--- src/rtl/mvu_pe_acc_seq_pkg.sv ---
// mvu_pkg: shared FSM state, delay-line flag type and sign-extension helper for the MVU PE accumulator
package mvu_pkg;
  typedef enum logic [1:0] {ACC, DRAIN, HOLD} acc_state_t;
  typedef struct packed {
    logic vld;
    logic first;
    logic last;
  } flag_t;
  function automatic logic [31:0] sext_acc(input logic [31:0] v, input int w);
    return 32'($signed(v << (32 - w)) >>> (32 - w));
  endfunction
endpackage

--- src/rtl/mvu_pe_acc_seq_if.sv ---
// mvu_pe_acc_seq_if: beat-gating and result-stream signals between a PE accumulator and its environment
interface mvu_pe_acc_seq_if #(
  parameter int TDSTI = 4,
  parameter int TACC  = 8
) ();
  logic             in_valid;
  logic             in_ready;
  logic [TDSTI-1:0] tree_sum;
  logic             out_valid;
  logic             out_ready;
  logic [TACC-1:0]  out_data;
  logic             out_last;
  modport master (output in_valid, tree_sum, out_ready, input in_ready, out_valid, out_data, out_last);
  modport slave  (input in_valid, tree_sum, out_ready, output in_ready, out_valid, out_data, out_last);
endinterface

--- src/rtl/mvu_pe_acc_seq_flag_delay.sv ---
// mvu_flag_delay: LAT-stage shift register tracking beat flags through the adder-tree pipeline
module mvu_flag_delay
  import mvu_pkg::*;
#(
  parameter int LAT = 1
) (
  input  logic  clock,
  input  logic  resetn,
  input  flag_t din_i,
  output flag_t dout_o
);
  flag_t [LAT-1:0] sr_q;
  always_ff @(posedge clock) begin
    if (!resetn) sr_q <= '0;
    else begin
      sr_q[0] <= din_i;
      for (int i = 1; i < LAT; i++) sr_q[i] <= sr_q[i-1];
    end
  end
  assign dout_o = sr_q[LAT-1];
endmodule

--- src/rtl/mvu_pe_acc_seq.sv ---
// mvu_pe_acc_seq: gates SIMD beats into the adder tree, accumulates SF folds, streams NF neuron results
module mvu_pe_acc_seq
  import mvu_pkg::*;
#(
  parameter int SIMD     = 2,
  parameter int TDstI    = 4,
  parameter int TAcc     = 8,
  parameter int SF       = 4,
  parameter int NF       = 2,
  parameter int TREE_LAT = 1
) (
  input logic             clock,
  input logic             resetn,
  mvu_pe_acc_seq_if.slave bus
);
  localparam int SFW = SF > 1 ? $clog2(SF) : 1;
  localparam int NFW = NF > 1 ? $clog2(NF) : 1;
  if (SIMD < 1 || TAcc < TDstI || TAcc > 32 || SF < 1 || NF < 1 || TREE_LAT < 1) begin : g_bad_params
    $error("mvu_pe_acc_seq: illegal parameter set");
  end
  acc_state_t      state_q;
  logic [SFW-1:0]  sf_q;
  logic [NFW-1:0]  nf_q;
  logic [TAcc-1:0] acc_q, acc_d, sum, out_data_q;
  logic            out_valid_q, out_last_q, accept;
  flag_t           push_flag, pop_flag;
  assign bus.in_ready  = resetn && state_q == ACC;
  assign bus.out_valid = resetn && out_valid_q;
  assign bus.out_data  = resetn ? out_data_q : '0;
  assign bus.out_last  = resetn && out_last_q;
  assign accept        = bus.in_valid && bus.in_ready;
  assign push_flag     = '{vld: accept, first: sf_q == '0, last: sf_q == SFW'(SF - 1)};
  assign sum           = TAcc'(sext_acc(32'(bus.tree_sum), TDstI));
  assign acc_d         = pop_flag.vld ? (pop_flag.first ? sum : acc_q + sum) : acc_q;
  mvu_flag_delay #(.LAT(TREE_LAT)) u_flag_delay (
    .clock (clock),
    .resetn(resetn),
    .din_i (push_flag),
    .dout_o(pop_flag)
  );
  always_ff @(posedge clock) begin
    if (!resetn) begin
      state_q     <= ACC;
      sf_q        <= '0;
      nf_q        <= '0;
      acc_q       <= '0;
      out_data_q  <= '0;
      out_valid_q <= 1'b0;
      out_last_q  <= 1'b0;
    end else begin
      acc_q <= acc_d;
      case (state_q)
        ACC: if (accept) begin
          sf_q <= push_flag.last ? '0 : sf_q + 1'b1;
          if (push_flag.last) state_q <= DRAIN;
        end
        DRAIN: if (pop_flag.vld && pop_flag.last) begin
          out_data_q  <= acc_d;
          out_valid_q <= 1'b1;
          out_last_q  <= nf_q == NFW'(NF - 1);
          state_q     <= HOLD;
        end
        HOLD: if (bus.out_ready) begin
          out_valid_q <= 1'b0;
          nf_q        <= nf_q == NFW'(NF - 1) ? '0 : nf_q + 1'b1;
          state_q     <= ACC;
        end
        default: state_q <= ACC;
      endcase
    end
  end
  // HOLD never overlaps the tree pipeline, so a flag arriving there means a lost partial sum
  a_no_vld_in_hold: assert property (@(posedge clock) disable iff (!resetn)
    !(state_q == HOLD && pop_flag.vld));
  a_out_stable: assert property (@(posedge clock) disable iff (!resetn)
    out_valid_q && !bus.out_ready |=> $stable(out_data_q) && $stable(out_last_q));
endmodule

--- src/flat_wrapper.sv ---
// flat-port wrapper written by rule: the top's interface ports become plain ports
module mvu_pe_acc_seq_flat import mvu_pkg::*;
#(
  parameter int SIMD     = 2,
  parameter int TDstI    = 4,
  parameter int TAcc     = 8,
  parameter int SF       = 4,
  parameter int NF       = 2,
  parameter int TREE_LAT = 1
)
  (clock, resetn, bus_in_valid, bus_tree_sum, bus_out_ready, bus_in_ready, bus_out_valid, bus_out_data, bus_out_last);
  mvu_pe_acc_seq_if #(.TDSTI(4), .TACC(8)) bus_i ();
  input logic clock;
  input logic resetn;
  input wire logic [$bits(bus_i.in_valid)-1:0] bus_in_valid;
  input wire logic [$bits(bus_i.tree_sum)-1:0] bus_tree_sum;
  input wire logic [$bits(bus_i.out_ready)-1:0] bus_out_ready;
  output wire logic [$bits(bus_i.in_ready)-1:0] bus_in_ready;
  output wire logic [$bits(bus_i.out_valid)-1:0] bus_out_valid;
  output wire logic [$bits(bus_i.out_data)-1:0] bus_out_data;
  output wire logic [$bits(bus_i.out_last)-1:0] bus_out_last;
  assign bus_i.in_valid = bus_in_valid;
  assign bus_i.tree_sum = bus_tree_sum;
  assign bus_i.out_ready = bus_out_ready;
  assign bus_in_ready = bus_i.in_ready;
  assign bus_out_valid = bus_i.out_valid;
  assign bus_out_data = bus_i.out_data;
  assign bus_out_last = bus_i.out_last;
  mvu_pe_acc_seq #(.SIMD(SIMD), .TDstI(TDstI), .TAcc(TAcc), .SF(SF), .NF(NF), .TREE_LAT(TREE_LAT)) u_core (.clock(clock), .resetn(resetn), .bus(bus_i));
endmodule
--- config.mk ---
export PLATFORM = sky130hd
export DESIGN_NAME = mvu_pe_acc_seq_flat
export DESIGN_NICKNAME = d
export VERILOG_FILES = /design/src/rtl/mvu_pe_acc_seq_pkg.sv /design/src/rtl/mvu_pe_acc_seq_if.sv /design/src/rtl/mvu_pe_acc_seq_flag_delay.sv /design/src/rtl/mvu_pe_acc_seq.sv /design/src/flat_wrapper.sv
export SDC_FILE = /design/constraint.sdc
export NUM_CORES = 1
export LEC_CHECK = 0
export ABC_AREA = 1
export CORE_MARGIN = 2
export CORE_UTILIZATION = 60
export CTS_BUF_LIST = sky130_fd_sc_hd__clkbuf_2 sky130_fd_sc_hd__clkbuf_4 sky130_fd_sc_hd__clkbuf_8
export CTS_CLUSTER_SIZE = 30
export DETAILED_ROUTE_END_ITERATION = 8
export MAX_ROUTING_LAYER = met4
export PLACE_DENSITY = 0.86
export SLEW_MARGIN = 20
export SYNTH_ARGS = -nofsm -noshare
export SYNTH_HDL_FRONTEND = slang
export SYNTH_SLANG_ARGS = --single-unit
--- constraint.sdc ---
create_clock -name clock -period 2.4 [get_ports clock]
set_input_delay 0.48 -clock clock [delete_from_list [all_inputs] [get_ports clock]]
set_output_delay 0.48 -clock clock [all_outputs]
set_load 0.05 [all_outputs]
* Word-level counts from Yosys, hierarchy flattened
Index checks and enable logic that the tools add are counted.
** Cells by class
- Add/sub/neg operators :: 3
- Equality and inequality tests :: 7
- Muxes and demuxes :: 13
- Reductions and logical operators :: 13
** Operator list (count)
- $mux 8 :: 3
- $mux 2 :: 5
- $add 8x8->8 :: 1
- $ne 2x1->1 const B :: 3
- $pmux 2 s3 :: 1
- $reduce_and 2->1 :: 3
- $logic_and 1x1->1 :: 5
- $eq 2x2->1 const B :: 2
- $logic_not 2->1 :: 2
- $reduce_and 4->1 :: 1
- $mux 1 :: 3
- $reduce_and 3->1 :: 1
- $add 2x1->2 const B :: 1
- $eq 2x1->1 const B :: 1
- $ne 2x2->1 const B :: 1
- $pmux 1 s2 :: 1
- $reduce_bool 2->1 :: 1
- $add 1x1->1 const B :: 1
** Word-level totals
- Register bits after elaboration :: 26
- Bits of input ports :: 8
- Output and inout bits :: 11
- Word-level logic and storage cells :: 46

* Depth between registers and ports, before layout
Gate-level depths: netlist of run 1.
- Depth in word-level cells :: 5
- Gate-level depth with buffers :: 13
- Depth with buffers taken out :: 13

* Cells and area by module
A second synthesis of run 1 with hierarchy kept.
** Second synthesis, totals
- Cells, all modules :: 202
- Area, all modules :: 1408.9 um^2
** Modules (own cells, without submodules)
- mvu_pe_acc_seq :: instances 1, cells each 193, area an instance 1326.3 um^2, seq. area each 460.4 um^2
- mvu_flag_delay :: instances 1, cells each 9, area an instance 82.6 um^2, seq. area each 60.1 um^2

* Worst setup path after synthesis of run 1
Ideal clock, no wire load.
- Kind :: input to output
- Start :: in resetn
- End :: out bus_in_ready
- Data arrival time :: 1.725 ns
- Required time :: 1.920 ns
- Path slack :: 0.195 ns
- Stages on the path :: 2
- Path buffers :: 0
- Path through :: inv_1 -> nor3_1
** On the way
- Word-level cells in the longest chain between the ends :: 1
** Ends and longest elaborated chain
- from (decl) :: line flat_wrapper.sv:14 : input logic resetn;
- $logic_and 1x1->1 :: line mvu_pe_acc_seq.sv:27 : assign bus.in_ready = resetn && state_q == ACC;
- to (decl) :: line flat_wrapper.sv:18 : output wire logic [$bits(bus_i.in_ready)-1:0] bus_in_ready;
Every way passes these cells.

* Worst setup path in the final report of run 1
- Start :: in resetn
- End :: out bus_out_data[0]
** On the way
- Word-level cells in the longest chain between the ends :: 1
** Ends and longest elaborated chain
- $mux 8 :: line mvu_pe_acc_seq.sv:29 : assign bus.out_data = resetn ? out_data_q : '0;
- to (decl) :: line flat_wrapper.sv:20 : output wire logic [$bits(bus_i.out_data)-1:0] bus_out_data;
Every way passes these cells.

==> results by group, run 1 <==
Floorplan
  – Core area: 2212 um^2
  – Die area: 2743 um^2
  – FP Rows: 17
  – Die height: 52.37 um
  – Die Wd: around 52 um
  – # IOs: 19
  – Initial Util: 0.6346

Status
  – Status: finished clean

STA
  – Total negative slack: 0 ps
  – Final clock skew: 2.646 ps
  – Final-report hold violation count: 0
  – Slew headroom: 0.7176
  – Setup Viol. Count Final: 0
  – Tmin final: 2057 ps
  – RSZ-0062 raised after global routing: false
  – Worst Tran Pin Value: around 420 ps
  – Max Slew Vio Count: 0
  – Period utilisation layout: 0.8572
  – Peak Freq: 486.1 MHz

GRT
  – Largest net degree at the start of global routing: 16
  – Initial antenna violation count: 0
  – Global route total overflow: 0
  – GRT Overall Usage: 0.2876
  – First-pass GRT wire length: 5609 um
  – Vias in the first global route: 1333

Routing
  – Detailed Route WL: 3233 um
  – Wire length on met1: 1406 um
  – Routed vias/inst: 5.211
  – Metal3 WL: 61 um
  – Drt drc: 0
  – WL/cell: 12.88 um
  – Number of routed nets with antenna violations: 0
  – Vias: 1308
  – Highest Signal Layer: met4
  – Met2 wire len: 1669 um
  – Pre-antenna DRT Iters: 4
  – Starting DRT DRC Count: 19

Pwr
  – Pwr/cell area: 525.7 nW/um^2
  – Power Total: ~0.00094 W
  – Leakage: 0.9591 nW
  – Max VDD drop: around 0.6 mV

Clock tree
  – Clock tree buffer depth: 2
  – Hold Buf Count CTS: 0
  – H-tree levels: 1
  – Worst-path clk slew: 140 ps
  – Worst-Skew Late Latency: 330 ps
  – Clock sinks: 26
  – Postcts setup bufs: 0
  – Root buf cell: clkbuf_4
  – Post-cts sizing count: 0
  – CTS tree: built
  – Num CTS Buffers: 3

Place
  – Routability cong.: 0.7892
  – Input/output buffers: 18
  – Detail Placement HPWL: ~2400 um

Critical path
  – Kind of critical path: in -> out
  – Critical path peak fanout: 12
  – Crit path required time: 1920 ps
  – Worst EP arrival: 1580 ps
  – Startpoint types: primary input
  – Worst setup EP type: primary output

Run
  – # Max-Cap Violations: 0

Synthesis
  – Syn Nets: 218
  – Post-synthesis sequential area ratio: 0.3708
  – Mapped Area: 1404 um^2
  – Warning count from the yosys run: 0
  – Synth Instances: 200
  – Distinct cell type count after synthesis: 24
  – Mean post-synth cell area: around 7.0 um^2
  – Post-synthesis register bit count: 26

Final layout
  – Most common cell after layout, fill and taps aside: nand2_1
  – # nets final: 242
  – Register area: 520.5 um^2
  – Area growth from synthesis to layout: 27.99%
  – Multi-input gate area: 725.7 um^2
  – Post-route core utilization: 0.8122
  – # fillers: 136
  – Layout cell share with drive strength beyond 1: 0.1300
  – Antenna fix cells: 0
  – Commonest non-fill, non-tap cells in the layout: nand2_1, inv_1, dfxtp_1

Worst hold path
  – Min-Delay Path Class: reg -> reg
[metrics by stage]
stage          hold slack (ps)  area [um^2]  setup slack [ps]  instances
2_1_floorplan            445.1         1404             194.7        200
3_3_place_gp             456.4         1744             85.90        247
3_5_place_dp             480.0         1744             25.51        247
4_1_cts                  502.1         1797             352.5        251
5_1_grt                  523.6         1797             156.1        251
6_report                 492.8         1797             342.7        251
[where the power goes]
part	switching [W]	total (W)	internal [W]
Combinational	0.000104	0.000179	0.0000746
Clock	0.000133	0.000302	0.000169
Sequential	0.0000140	0.000464	0.000450
[cells in the mapped netlist]
cell type,count,area [um^2]
nand2_1,47,176.4
inv_1,35,131.4
dfxtp_1,26,520.5
nor2_1,21,78.83
a21oi_1,13,65.06
o21ai_0,12,60.06
nand3_1,10,50.05
ha_1,9,112.6
or2_2,5,31.28
a22oi_1,3,22.52
nand3b_1,3,22.52
clkbuf_1,2,7.510
inv_2,2,7.510
o22ai_1,2,12.51
and2_1,1,6.260
buf_4,1,7.510
clkinv_1,1,3.750
fa_1,1,20.02
nand2_4,1,11.26
nor2_8,1,20.02
nor3_1,1,5.000
nor3_4,1,16.27
or2_1,1,6.260
xnor2_1,1,8.760
[routing by layer]
| layer | track usage | vias up |
|---|---|---|
| met5 | - | - |
| li1 | - | 668 |
| met1 | 0.3165 | 602 |
| met3 | 0.02857 | 11 |
| met2 | 0.5125 | 27 |
| met4 | 0.1453 | 0 |
[registers in the layout (all words and copies together), names as in the netlist]
register / cells
u_core.out_last_q: 1
u_core.out_valid_q: 1
u_core.nf_q: 1
u_core.acc_q: 8
u_core.state_q: 2
u_core.u_flag_delay.dout_o: 3
u_core.out_data_q: 8
u_core.sf_q: 2
[cells by family (layout without fill, tap and decap cells)]
group | Yosys count | count (layout) | share of synthesized area
compound gates | 30 | 30 | 0.1141
fa+ha+maj | 10 | 10 | 0.09448
buf+inv | 41 | 64 | 0.1123
flops | 26 | 26 | 0.3708
simple gates | 92 | 92 | 0.3021
xor+xnor | 1 | 1 | 0.006240
[worst max-delay path, cell delays in order]
cell	delay, ps
clkdlybuf4s50_1	530
buf_4	200
nand2_1	90
inv_1	130
buf_12	150
[area by class of cell]
class	instances	share of cell area
Inverter	38	0.07939
Tap cell	28	0.01950
Clock inverter	1	0.01671
Sequential cell	26	0.2897
Timing Repair Buffer	22	0.1783
Clock buffer	3	0.01253
Multi-Input combinational cell	133	0.4039
[worst paths after layout]
path | startpoint | to | slack (ps) | depth (start not counted)
setup reg to reg | u_core.acc_q[0]$_SDFF_PN0_ | u_core.out_data_q[4]$_SDFFE_PN0P_ | 630 | 11
hold / removal | u_core.nf_q$_SDFFE_PN0P_ | u_core.nf_q$_SDFFE_PN0P_ | 490 | 2
setup / recovery | resetn | bus_out_data[0] | 340 | 5
hold reg to reg | u_core.nf_q$_SDFFE_PN0P_ | u_core.nf_q$_SDFFE_PN0P_ | 490 | 2
No activity file was read; power rests on OpenSTA's default activity.
==> run 2: changes to the inputs <==
--- a/config.mk
+++ b/config.mk
@@ -6,6 +6,7 @@
 export NUM_CORES = 1
 export LEC_CHECK = 0
 export ABC_AREA = 1
+export ABC_CLOCK_PERIOD_IN_PS = 2400
 export CORE_MARGIN = 2
 export CORE_UTILIZATION = 60
 export CTS_BUF_LIST = sky130_fd_sc_hd__clkbuf_2 sky130_fd_sc_hd__clkbuf_4 sky130_fd_sc_hd__clkbuf_8
==> results of run 2 <==
No change in the layout: final DEF, timing and power equal those of run 1.
